### config.mk
export PLATFORM = sky130hd
export DESIGN_NAME = edge_stream_packer
export DESIGN_NICKNAME = d
export VERILOG_FILES = /design/src/rtl/edge_stream_packer.sv
export SDC_FILE = /design/constraint.sdc
export NUM_CORES = 1
export LEC_CHECK = 0
export CAP_MARGIN = 10
export CORE_AREA = 2 2 142 144
export DETAILED_ROUTE_END_ITERATION = 6
export DIE_AREA = 0 0 144 146
export PLACE_DENSITY = 0.72
export SLEW_MARGIN = 20
export SYNTH_ARGS = -nofsm -noshare
export SYNTH_HDL_FRONTEND = slang
export SYNTH_SLANG_ARGS = --single-unit
### constraint.sdc
create_clock -name clk -period 4.9 [get_ports clk]
set_input_delay 0.98 -clock clk [delete_from_list [all_inputs] [get_ports clk]]
set_output_delay 0.98 -clock clk [all_outputs]
set_load 0.01 [all_outputs]
### src/rtl/edge_stream_packer.sv
// Tags the sobel edge-pixel stream with frame position markers and buffers it
// in a first-word-fall-through FIFO behind a ready/valid port; also counts edges per frame.
module edge_stream_packer #(
    parameter int IMG_W      = 640,
    parameter int IMG_H      = 480,
    parameter int FIFO_DEPTH = 16,
    parameter int CNT_W      = 19
) (
    input  logic             clk,
    input  logic             rst,
    input  logic [7:0]       data_i,
    input  logic             valid_i,
    output logic [7:0]       data_o,
    output logic             valid_o,
    input  logic             ready_i,
    output logic             sof_o,
    output logic             eol_o,
    output logic             eof_o,
    output logic [CNT_W-1:0] edge_cnt_o,
    output logic             edge_cnt_valid_o,
    output logic             overflow_o
);

    localparam int XW = (IMG_W > 1) ? $clog2(IMG_W) : 1;
    localparam int YW = (IMG_H > 1) ? $clog2(IMG_H) : 1;
    localparam int AW = $clog2(FIFO_DEPTH);
    localparam int OW = $clog2(FIFO_DEPTH + 1);

    localparam logic [XW-1:0] X_LAST = XW'(IMG_W - 1);
    localparam logic [YW-1:0] Y_LAST = YW'(IMG_H - 1);
    localparam logic [OW-1:0] OCC_FULL = OW'(FIFO_DEPTH);

    typedef struct packed {
        logic       sof;
        logic       eol;
        logic       eof;
        logic [7:0] data;
    } entry_t;

    logic [XW-1:0]    x_q, x_d;
    logic [YW-1:0]    y_q, y_d;
    logic [AW-1:0]    wr_ptr_q, wr_ptr_d;
    logic [AW-1:0]    rd_ptr_q, rd_ptr_d;
    logic [OW-1:0]    occ_q, occ_d;
    logic [CNT_W-1:0] run_cnt_q, run_cnt_d;
    logic [CNT_W-1:0] edge_cnt_q, edge_cnt_d;
    logic             edge_cnt_valid_q, edge_cnt_valid_d;
    logic             overflow_q, overflow_d;

    entry_t mem_q [FIFO_DEPTH];
    entry_t in_entry;
    entry_t head;

    logic fifo_empty;
    logic fifo_full;
    logic push;
    logic pop;
    logic pixel_nz;

    // Tags come from the position of the pixel arriving this cycle.
    always_comb begin
        in_entry.sof  = (x_q == '0) && (y_q == '0);
        in_entry.eol  = (x_q == X_LAST);
        in_entry.eof  = (x_q == X_LAST) && (y_q == Y_LAST);
        in_entry.data = data_i;
    end

    assign fifo_empty = (occ_q == '0);
    assign fifo_full  = (occ_q == OCC_FULL);
    assign pop        = !fifo_empty && ready_i;
    assign push       = valid_i && (!fifo_full || pop);
    assign pixel_nz   = (data_i != 8'd0);

    always_comb begin
        x_d = x_q;
        y_d = y_q;
        if (valid_i) begin
            if (x_q == X_LAST) begin
                x_d = '0;
                y_d = (y_q == Y_LAST) ? '0 : y_q + 1'b1;
            end else begin
                x_d = x_q + 1'b1;
            end
        end
    end

    always_comb begin
        wr_ptr_d = wr_ptr_q;
        rd_ptr_d = rd_ptr_q;
        occ_d    = occ_q;
        if (push) begin
            wr_ptr_d = wr_ptr_q + 1'b1;
        end
        if (pop) begin
            rd_ptr_d = rd_ptr_q + 1'b1;
        end
        case ({push, pop})
            2'b10:   occ_d = occ_q + 1'b1;
            2'b01:   occ_d = occ_q - 1'b1;
            default: occ_d = occ_q;
        endcase
    end

    // Dropped pixels still count toward the frame total.
    always_comb begin
        run_cnt_d        = run_cnt_q;
        edge_cnt_d       = edge_cnt_q;
        edge_cnt_valid_d = 1'b0;
        overflow_d       = overflow_q | (valid_i & ~push);
        if (valid_i) begin
            if (in_entry.eof) begin
                edge_cnt_d       = run_cnt_q + CNT_W'(pixel_nz);
                edge_cnt_valid_d = 1'b1;
                run_cnt_d        = '0;
            end else begin
                run_cnt_d = run_cnt_q + CNT_W'(pixel_nz);
            end
        end
    end

    always_ff @(posedge clk) begin
        if (rst) begin
            x_q              <= '0;
            y_q              <= '0;
            wr_ptr_q         <= '0;
            rd_ptr_q         <= '0;
            occ_q            <= '0;
            run_cnt_q        <= '0;
            edge_cnt_q       <= '0;
            edge_cnt_valid_q <= 1'b0;
            overflow_q       <= 1'b0;
        end else begin
            x_q              <= x_d;
            y_q              <= y_d;
            wr_ptr_q         <= wr_ptr_d;
            rd_ptr_q         <= rd_ptr_d;
            occ_q            <= occ_d;
            run_cnt_q        <= run_cnt_d;
            edge_cnt_q       <= edge_cnt_d;
            edge_cnt_valid_q <= edge_cnt_valid_d;
            overflow_q       <= overflow_d;
        end
    end

    // Storage needs no reset; the pointers and occupancy define what is live.
    always_ff @(posedge clk) begin
        if (push) begin
            mem_q[wr_ptr_q] <= in_entry;
        end
    end

    assign head = mem_q[rd_ptr_q];

    always_comb begin
        valid_o = !fifo_empty;
        data_o  = valid_o ? head.data : 8'd0;
        sof_o   = valid_o && head.sof;
        eol_o   = valid_o && head.eol;
        eof_o   = valid_o && head.eof;
    end

    assign edge_cnt_o       = edge_cnt_q;
    assign edge_cnt_valid_o = edge_cnt_valid_q;
    assign overflow_o       = overflow_q;

endmodule

==> results of run 1 <==
==> worst max path at each step <==
stage                                end  cells past startpoint  slack (ps)      start
after CTS                          sof_o                      5         760   occ_q[0]
after global routing               sof_o                      5         660   occ_q[0]
final                              eof_o                      5         790   occ_q[0]
after detailed placement  edge_cnt_o[14]                     10         950  data_i[5]
after floorplan                 occ_q[4]                      9        2170    valid_i
after global placement    edge_cnt_o[14]                     10        1050  data_i[5]
==> per-stage QoR <==
stage / std cells / total power [mW] / utilization (%)
after global routing: 1055 / 5.350 / 61.68
final: 1055 / 5.133 / 61.68
after global placement: 1011 / 3.471 / 57.99
after CTS: 1055 / 5.181 / 61.68
after detailed placement: 1011 / 3.492 / 57.99
after floorplan: 721 / 3.122 / -
==> registers in the layout, summed over array words and instances, names as in the netlist, named ones only <==
name and flops:
edge_cnt_o 19, overflow_o 1, edge_cnt_valid_o 1, wr_ptr_q 4, x_q 10, occ_q 5
rd_ptr_q 4, mem_q 176, run_cnt_q 19, y_q 9
==> layout by cell type, fill, tap and decap left out, drive strengths merged, types with 4 or more instances in the layout <==
cell             n
clkinv           7
inv             15
nand4b           6
edfxtp         176
o21ai           10
xnor2           17
nor4            10
nand2           45
mux2i           27
xor2            19
clkbuf          32
nand2b           5
nor3            21
and3             7
nand3           21
o22ai           16
nand4           19
buf             24
a21oi           22
clkinvlp         4
nor2            59
clkdlybuf4s50   43
mux4            44
ha              14
and4             4
dfxtp           76
a211oi          15
==> kinds of logic (layout without fill, tap and decap cells) <==
logic type | count (synthesis) | after routing | share of synthesized area, %
buffers and inverters | 56 | 125 | 2.652
xor gates and xnor gates | 36 | 36 | 3.010
adders and majority gates | 15 | 15 | 1.863
AOI/OAI and AO/OA | 83 | 83 | 5.160
and+or+nand+nor | 207 | 207 | 10.15
muxes | 72 | 72 | 12.18
DFF | 252 | 252 | 64.98
==> power by group <==
| group | internal, mW | total [mW] | switching [mW] |
|---|---|---|---|
| clock network | 0.936 | 1.69 | 0.754 |
| logic | 0.534 | 0.999 | 0.465 |
| registers | 2.34 | 2.44 | 0.105 |
| total | 3.81 | 5.13 | 1.32 |
==> area by class of cell <==
cell class | instances | area, um2 | area share [%]
Clock buffer | 32 | 651.9 | 5.466
Clock inverter | 12 | 61.31 | 0.5141
Inverter | 14 | 52.55 | 0.4406
Multi-Input combinational cell | 413 | 3400 | 28.50
Sequential cell | 252 | 6809 | 57.09
Tap cell | 265 | 331.6 | 2.780
Timing Repair Buffer | 67 | 620.6 | 5.204
==> worst max-delay path: stages, from the launching register on <==
cell,delay (ps)
dfxtp_1,360
or4_4,580
or2_2,340
nand2b_1,500
o22ai_1,290
clkdlybuf4s50_1,550
==> metal layers <==
metal	vias to the layer above	global-route usage [%]	wire length, um
met2	207	36.31	11150
met1	3164	29.57	9436
li1	2873	-	-
met4	0	5.784	514
met3	35	3.488	1287
met5	-	0	0
==> flow_metrics.tcl, run 1 <==
set metrics [dict create \
    outcome "completed" \
    slew_headroom_pct 33.60 \
    clock_skew_ps 7.242 \
    synth_top_area_share_pct 50.45 \
    clock_latency_ps 510 \
    drt_wl_total_um 22390 \
    r2r-end "occ_q[4]" \
    clk_pin_slew_ps 60 \
    dr.pass1.iters 5 \
    fillers 1428 \
    syn_inst 721 \
    cp_max_fo 11 \
    die-width_um 144 \
    ant_nets 0 \
    finalMaxSlewViolations 0 \
    synth.area.top_cells "edfxtp_1 (50%), dfxtp_1 (15%), mux4_2 (9.5%), mux2i_1 (2.6%), nor2_1 (2.1%)" \
    initial_core_util_pct 54.18 \
    antenna_found_initial 0 \
    dpl_cell_area_mm2 0.01121 \
    grt_pass1_wl_um 34820 \
    io_buffers 44 \
    rr_worst_depth 9 \
    crit_type "flip-flop to primary output" \
    diodes 0 \
    via_per_inst 5.952 \
    clock-sinks 252 \
    max-vdd-ir-drop_uv 241.7 \
    core-area_mm2 0.01933 \
    syn2layout_area_growth_pct 13.86 \
    setup_viol 0 \
    synth_nets 748 \
    r2r_start "occ_q[0]" \
    gp_congestion 0.7991 \
    layout_min_cycle_time_ps 4106 \
    remaining_drc_errors 0 \
    holdBufCountCts 0 \
    netlist_area_mm2 0.01048 \
    dpl.hpwl_um 13660 \
    yosysUniqueCellTypes 58 \
    overflow 0 \
    synth_top_area_cell "edfxtp_1" \
    timing.setup.tns_ps 0 \
    nNetsFinal 800 \
    max-clock-path-buffers 3 \
    power.density_mw_per_mm2 430.4 \
    synth_edf_count 176 \
    holdWs_ps 458.8 \
    cts_buffers 25 \
    min_to "edge_cnt_o[8]" \
    ios 45 \
    worst_pin_slew_ps 994.9 \
    fp.dieH_um 146 \
    crit_path_end_kind "primary output" \
    route.vias.total 6279 \
    final.period_utilization_pct 83.80 \
    synth.most_common_cell "edfxtp_1" \
    synthTopCellsByCount "edfxtp_1 (176), dfxtp_1 (76), nor2_1 (58), nand2_1 (45), mux4_2 (44)" \
    drtIter0Drc 521 \
    pre_cts_ws_ps 949.7 \
    die_area_mm2 0.02102 \
    grt_max_degree 74 \
    fmax_mhz 243.5 \
    start_kind "flip-flop" \
    cts.root.buffer_cell "clkbuf_16" \
    min_from "edge_cnt_o[8]" \
    postCtsSetupRepairBufs 0 \
    h-tree-depth 1 \
    ys_ff_latch 252 \
    rsz0062_at_grt "no" \
    worstPathRequired_ps 3920 \
    synth_area_per_cell_um2 14.53 \
    routedWlPerCell_um 21.22 \
    grt_pass1_vias 6266 \
    rrSetupSlack_ps 2180 \
    final_cell_area_mm2 0.01193 \
    ys_warn_count 0 \
    cts_tree "yes" \
    max-cap-violations 0 \
    hp-class "flip-flop to flip-flop" \
    finalHoldViolCount 0 \
    rows 51 \
    whs_path_depth 2 \
    p_leak_nw 3.786 \
    cp.arrival_ps 3130 \
    globalRouteTotalUtil_pct 21.66 \
    setup_ws_ps 793.6 \
    synth_seq_area_share_pct 64.98 \
    ys.flop_type "edfxtp_1" \
    drive_above_1_share_pct 15.32 \
    ctsResizeCount 0 \
    async_flop_share_pct 0 \
]
Note: power is estimated with default switching activity, not from simulation.
==> inputs of run 2 (changes only) <==
- clock period: 4.9 -> 4.15 ns (I/O delays scaled with it)
==> flow_metrics.tcl, run 2 (synthesis results as in run 1) <==
set metrics [dict create \
    outcome "completed" \
    layout_commonest_cell "edfxtp_1" \
    timing.setup.tns_ps 0 \
    min_from "edge_cnt_o[0]" \
    p_leak_nw 3.898 \
    h-tree-depth 1 \
    max-clock-path-buffers 3 \
    finalHoldViolCount 0 \
    worstPathRequired_ps 3320 \
    die-width_um 144 \
    overflow 0 \
    cts_tree "yes" \
    cts_buffers 25 \
    switching_share_pct 24.97 \
    fmax_mhz 267.9 \
    regMostFlops "mem_q" \
    slew_headroom_pct 43.94 \
    syn2layout_area_growth_pct 15.65 \
    multiInputGateArea_mm2 0.003391 \
    cp_slowest_cell "or4_4" \
    dpl_cell_area_mm2 0.01130 \
    diodes 0 \
    power.share.clock_pct 35.7 \
    worstPathCellList "or4_4 -> or2_2 -> nand2b_1 -> o22ai_1 -> clkdlybuf4s50_1" \
    route.vias.total 6381 \
    cp_max_fo 11 \
    seqCellArea_mm2 0.006809 \
    setup_ws_ps 417.0 \
    clock_latency_ps 520 \
    r2r-end "occ_q[4]" \
    setup_viol 0 \
    max-cap-violations 0 \
    intPower_mw 4.741 \
    final_core_util_pct 62.65 \
    p_sw_mw 1.578 \
    drt_wl_total_um 22580 \
    rsz0062_at_grt "no" \
    rrSetupSlack_ps 1390 \
    initial_core_util_pct 54.18 \
    fp.dieH_um 146 \
    grt_max_degree 46 \
    cpPeakStageDelay_ps 580 \
    pre_cts_ws_ps 444.3 \
    ant_nets 0 \
    ios 45 \
    finalMaxSlewViolations 0 \
    pwr-share-comb_pct 19.3 \
    dpl.hpwl_um 13980 \
    r2r_start "occ_q[0]" \
    critPathLaunch "occ_q[0]" \
    core-area_mm2 0.01933 \
    holdBufCountCts 0 \
    rows 51 \
    dr.pass1.iters 5 \
    worst_pin_slew_ps 840.9 \
    power.density_mw_per_mm2 521.7 \
    routedWlPerCell_um 21.20 \
    clock_skew_ps 10.39 \
    fillers 1441 \
    max-vdd-ir-drop_uv 311.4 \
    cp.buffers_inverters 1 \
    nNetsFinal 811 \
    start_kind "flip-flop" \
    die_area_mm2 0.02102 \
    hp-class "flip-flop to flip-flop" \
    remaining_drc_errors 0 \
    grt_pass1_vias 6497 \
    io_buffers 44 \
    clock-sinks 252 \
    final.period_utilization_pct 89.95 \
    gp_congestion 0.8224 \
    drtIter0Drc 558 \
    final_cell_area_mm2 0.01211 \
    cp.arrival_ps 2900 \
    crit_path_end_kind "primary output" \
    seqPwrFrac_pct 45.0 \
    postCtsSetupRepairBufs 0 \
    layout_min_cycle_time_ps 3733 \
    crit_type "flip-flop to primary output" \
    drive_above_1_share_pct 16.63 \
    cts.root.buffer_cell "clkbuf_16" \
    antenna_found_initial 0 \
    min_to "edge_cnt_o[0]" \
    clk_pin_slew_ps 60 \
    critPathTopFamily "simple AND/OR/NAND/NOR gates" \
    grt_pass1_wl_um 35330 \
    ctsResizeCount 0 \
    via_per_inst 5.992 \
    largest_reg_flops 176 \
    globalRouteTotalUtil_pct 21.84 \
    rr_worst_depth 9 \
    final_cell_mix "edfxtp_1 (176), dfxtp_1 (74), nor2_1 (58), nand2_1 (45), mux4_2 (44)" \
    whs_path_depth 2 \
]
## run 2: worst max path at each step
stage                                 to  slack (ps)  cells after the start
after floorplan                 occ_q[4]        1570                      9
after global placement    edge_cnt_o[14]         510                     10
after detailed placement  edge_cnt_o[18]         440                     10
after CTS                      data_o[1]         410                      5
after global routing           data_o[1]         310                      5
final                          data_o[7]         420                      5
## run 2: per-stage QoR
| stage | power, mW | instances | hold WS [ps] |
|---|---|---|---|
| final | 6.320 | 1065 | 456.6 |
| after global routing | 6.571 | 1065 | 477.3 |
| after CTS | 6.373 | 1065 | 460.4 |
| after detailed placement | 4.127 | 1022 | 447.1 |
| after global placement | 4.088 | 1022 | 441.7 |
| after floorplan | 3.686 | 721 | 443.5 |
## run 2: power groups by stage
stage / logic, mW / registers, mW / clock network [mW]
floorplan: 0.837 / 2.85 / 0
global placement: 1.19 / 2.89 / 0
detailed placement: 1.23 / 2.90 / 0
CTS: 1.23 / 2.85 / 2.29
global route: 1.32 / 2.86 / 2.39
finish: 1.22 / 2.85 / 2.26
## run 2: metal layers
| metal | global-route usage, % | vias up | wire length, um |
|---|---|---|---|
| met1 | 29.68 | 3238 | 9291 |
| met3 | 3.850 | 47 | 1512 |
| li1 | - | 2890 | - |
| met5 | 0 | - | 0 |
| met4 | 7.206 | 0 | 681 |
| met2 | 35.83 | 206 | 11090 |
## run 2: area by class of cell
class	instances	share of cell area, %
sequential	252	56.21
tap	265	2.737
clock inverter	17	1.529
inverter	14	0.4338
multi-input combinational	413	27.99
clock buffer	26	5.195
timing repair buffer	78	5.908
## run 2: worst reg2reg max path: cells and delay by family, from the launching register on
| family | cells | cell delay [ps] |
|---|---|---|
| compound gates | 4 | 750 |
| simple gates | 4 | 1140 |
| flops | 1 | 350 |
| fa+ha+maj | 1 | 430 |
==> inputs of run 3 (changes only) <==
--- a/config.mk
+++ b/config.mk
@@ -11,4 +11,5 @@
 export DIE_AREA = 0 0 144 146
 export PLACE_DENSITY = 0.72
+export SKIP_CTS_REPAIR_TIMING = 1
 export SLEW_MARGIN = 20
 export SYNTH_ARGS = -nofsm -noshare
==> constraint.sdc (replaced) <==
create_clock -name clk -period 4.15 [get_ports clk]
set_input_delay 0.83 -clock clk [delete_from_list [all_inputs] [get_ports clk]]
set_output_delay 0.83 -clock clk [all_outputs]
set_load 0.005 [all_outputs]
==> flow_metrics.tcl, run 3 (synthesis results as in run 1) <==
set metrics [dict create \
    outcome "completed" \
    io_buffers 44 \
    timing.setup.tns_ps 0 \
    rr_worst_depth 9 \
    die_area_mm2 0.02102 \
    globalRouteTotalUtil_pct 21.51 \
    nNetsFinal 812 \
    crit_path_end_kind "primary output" \
    drt_wl_total_um 22210 \
    core-area_mm2 0.01933 \
    syn2layout_area_growth_pct 15.77 \
    power.share.clock_pct 35.7 \
    initial_core_util_pct 54.18 \
    power.density_mw_per_mm2 515.3 \
    crit_type "flip-flop to primary output" \
    pwr-share-comb_pct 18.9 \
    p_sw_mw 1.554 \
    max-vdd-ir-drop_uv 291.6 \
    clock_latency_ps 520 \
    switching_share_pct 24.87 \
    largest_reg_flops 176 \
    cp_max_fo 11 \
    cts_tree "yes" \
    clk_pin_slew_ps 60 \
    layout_commonest_cell "edfxtp_1" \
    final.period_utilization_pct 90.55 \
    clock-sinks 252 \
    ios 45 \
    worst_pin_slew_ps 829.2 \
    remaining_drc_errors 0 \
    hp-class "flip-flop to flip-flop" \
    max-cap-violations 0 \
    h-tree-depth 1 \
    overflow 0 \
    drive_above_1_share_pct 16.40 \
    fmax_mhz 266.1 \
    ant_nets 0 \
    finalMaxSlewViolations 0 \
    clock_skew_ps 7.822 \
    grt_pass1_vias 6448 \
    layout_min_cycle_time_ps 3758 \
    antenna_found_initial 0 \
    setup_viol 0 \
    grt_pass1_wl_um 35050 \
    die-width_um 144 \
    rsz0062_at_grt "no" \
    cp.arrival_ps 2930 \
    routedWlPerCell_um 20.76 \
    fp.dieH_um 146 \
    route.vias.total 6324 \
    fillers 1392 \
    worstPathRequired_ps 3320 \
    seqPwrFrac_pct 45.5 \
    finalHoldViolCount 0 \
    max-clock-path-buffers 3 \
    intPower_mw 4.695 \
    final_cell_mix "edfxtp_1 (176), dfxtp_1 (74), nor2_1 (58), nand2_1 (45), mux4_2 (44)" \
    dpl.hpwl_um 13890 \
    grt_max_degree 46 \
    cts.root.buffer_cell "clkbuf_16" \
    drtIter0Drc 474 \
    rows 51 \
    cts_buffers 26 \
    p_leak_nw 3.908 \
    slew_headroom_pct 44.72 \
    diodes 0 \
    start_kind "flip-flop" \
    dr.pass1.iters 5 \
    final_core_util_pct 62.72 \
    gp_congestion 0.8254 \
    via_per_inst 5.910 \
    regMostFlops "mem_q" \
    whs_path_depth 2 \
]
-- run 3: cell types whose count changed in the layout (fill, tap and decap cells not counted), moves of 2 or more --
| cell | before | now |
|---|---|---|
| bufinv_16 | 4 | 0 |
| clkbuf_1 | 1 | 6 |
| clkbuf_16 | 25 | 29 |
| clkbuf_8 | 0 | 2 |
-- run 3: critical path, cell delays in order, from the launching register on --
cell	delay, ps
dfxtp_1	350
or4_4	580
or2_2	340
nand2b_1	390
o22ai_1	250
clkdlybuf4s50_1	490
-- run 3: worst paths after layout --
kind                                      end     startpoint  slack (ps)
worst max-delay path                data_o[7]       occ_q[0]         390
worst min-delay path            edge_cnt_o[2]  edge_cnt_o[2]         460
worst max register to register       occ_q[4]       occ_q[0]        1400
worst min register to register  edge_cnt_o[2]  edge_cnt_o[2]         460
-- run 3: per-layer routing --
layer  GRT usage (%)  share of wire [%]
met3           3.488                6.1
met4           5.882                2.1
met5               0                  0
met2           35.93                 50
met1           29.39                 42
-- run 3: power by group through the flow --
| stage | Combinational (mW) | Clock (mW) | Sequential (mW) |
|---|---|---|---|
| final | 1.18 | 2.23 | 2.84 |
| after global routing | 1.29 | 2.37 | 2.85 |
| after CTS | 1.20 | 2.25 | 2.84 |
| after detailed placement | 1.20 | 0 | 2.90 |
| after global placement | 1.17 | 0 | 2.89 |
| after floorplan | 0.802 | 0 | 2.85 |
-- run 3: area by class of cell --
type	instances	area [um2]	share of cell area, %
Tap cell	265	331.6	2.734
Inverter	14	52.55	0.4333
Timing Repair Buffer	78	715.7	5.902
Multi-Input combinational cell	413	3391	27.96
Sequential cell	252	6809	56.15
Clock buffer	37	775.7	6.397
Clock inverter	11	51.30	0.4230
-- run 3: stage by stage --
step | instances | area (um2) | total power [mW] | setup slack (ps) | hold WS (ps)
floorplan | 721 | 10480 | 3.650 | 1569 | 443.5
global placement | 1022 | 11300 | 4.056 | 499.6 | 441.9
detailed placement | 1022 | 11300 | 4.093 | 439.5 | 447.6
CTS | 1070 | 12130 | 6.298 | 350.8 | 459.0
global route | 1070 | 12130 | 6.507 | 230.8 | 481.1
finish | 1070 | 12130 | 6.249 | 392.0 | 456.2
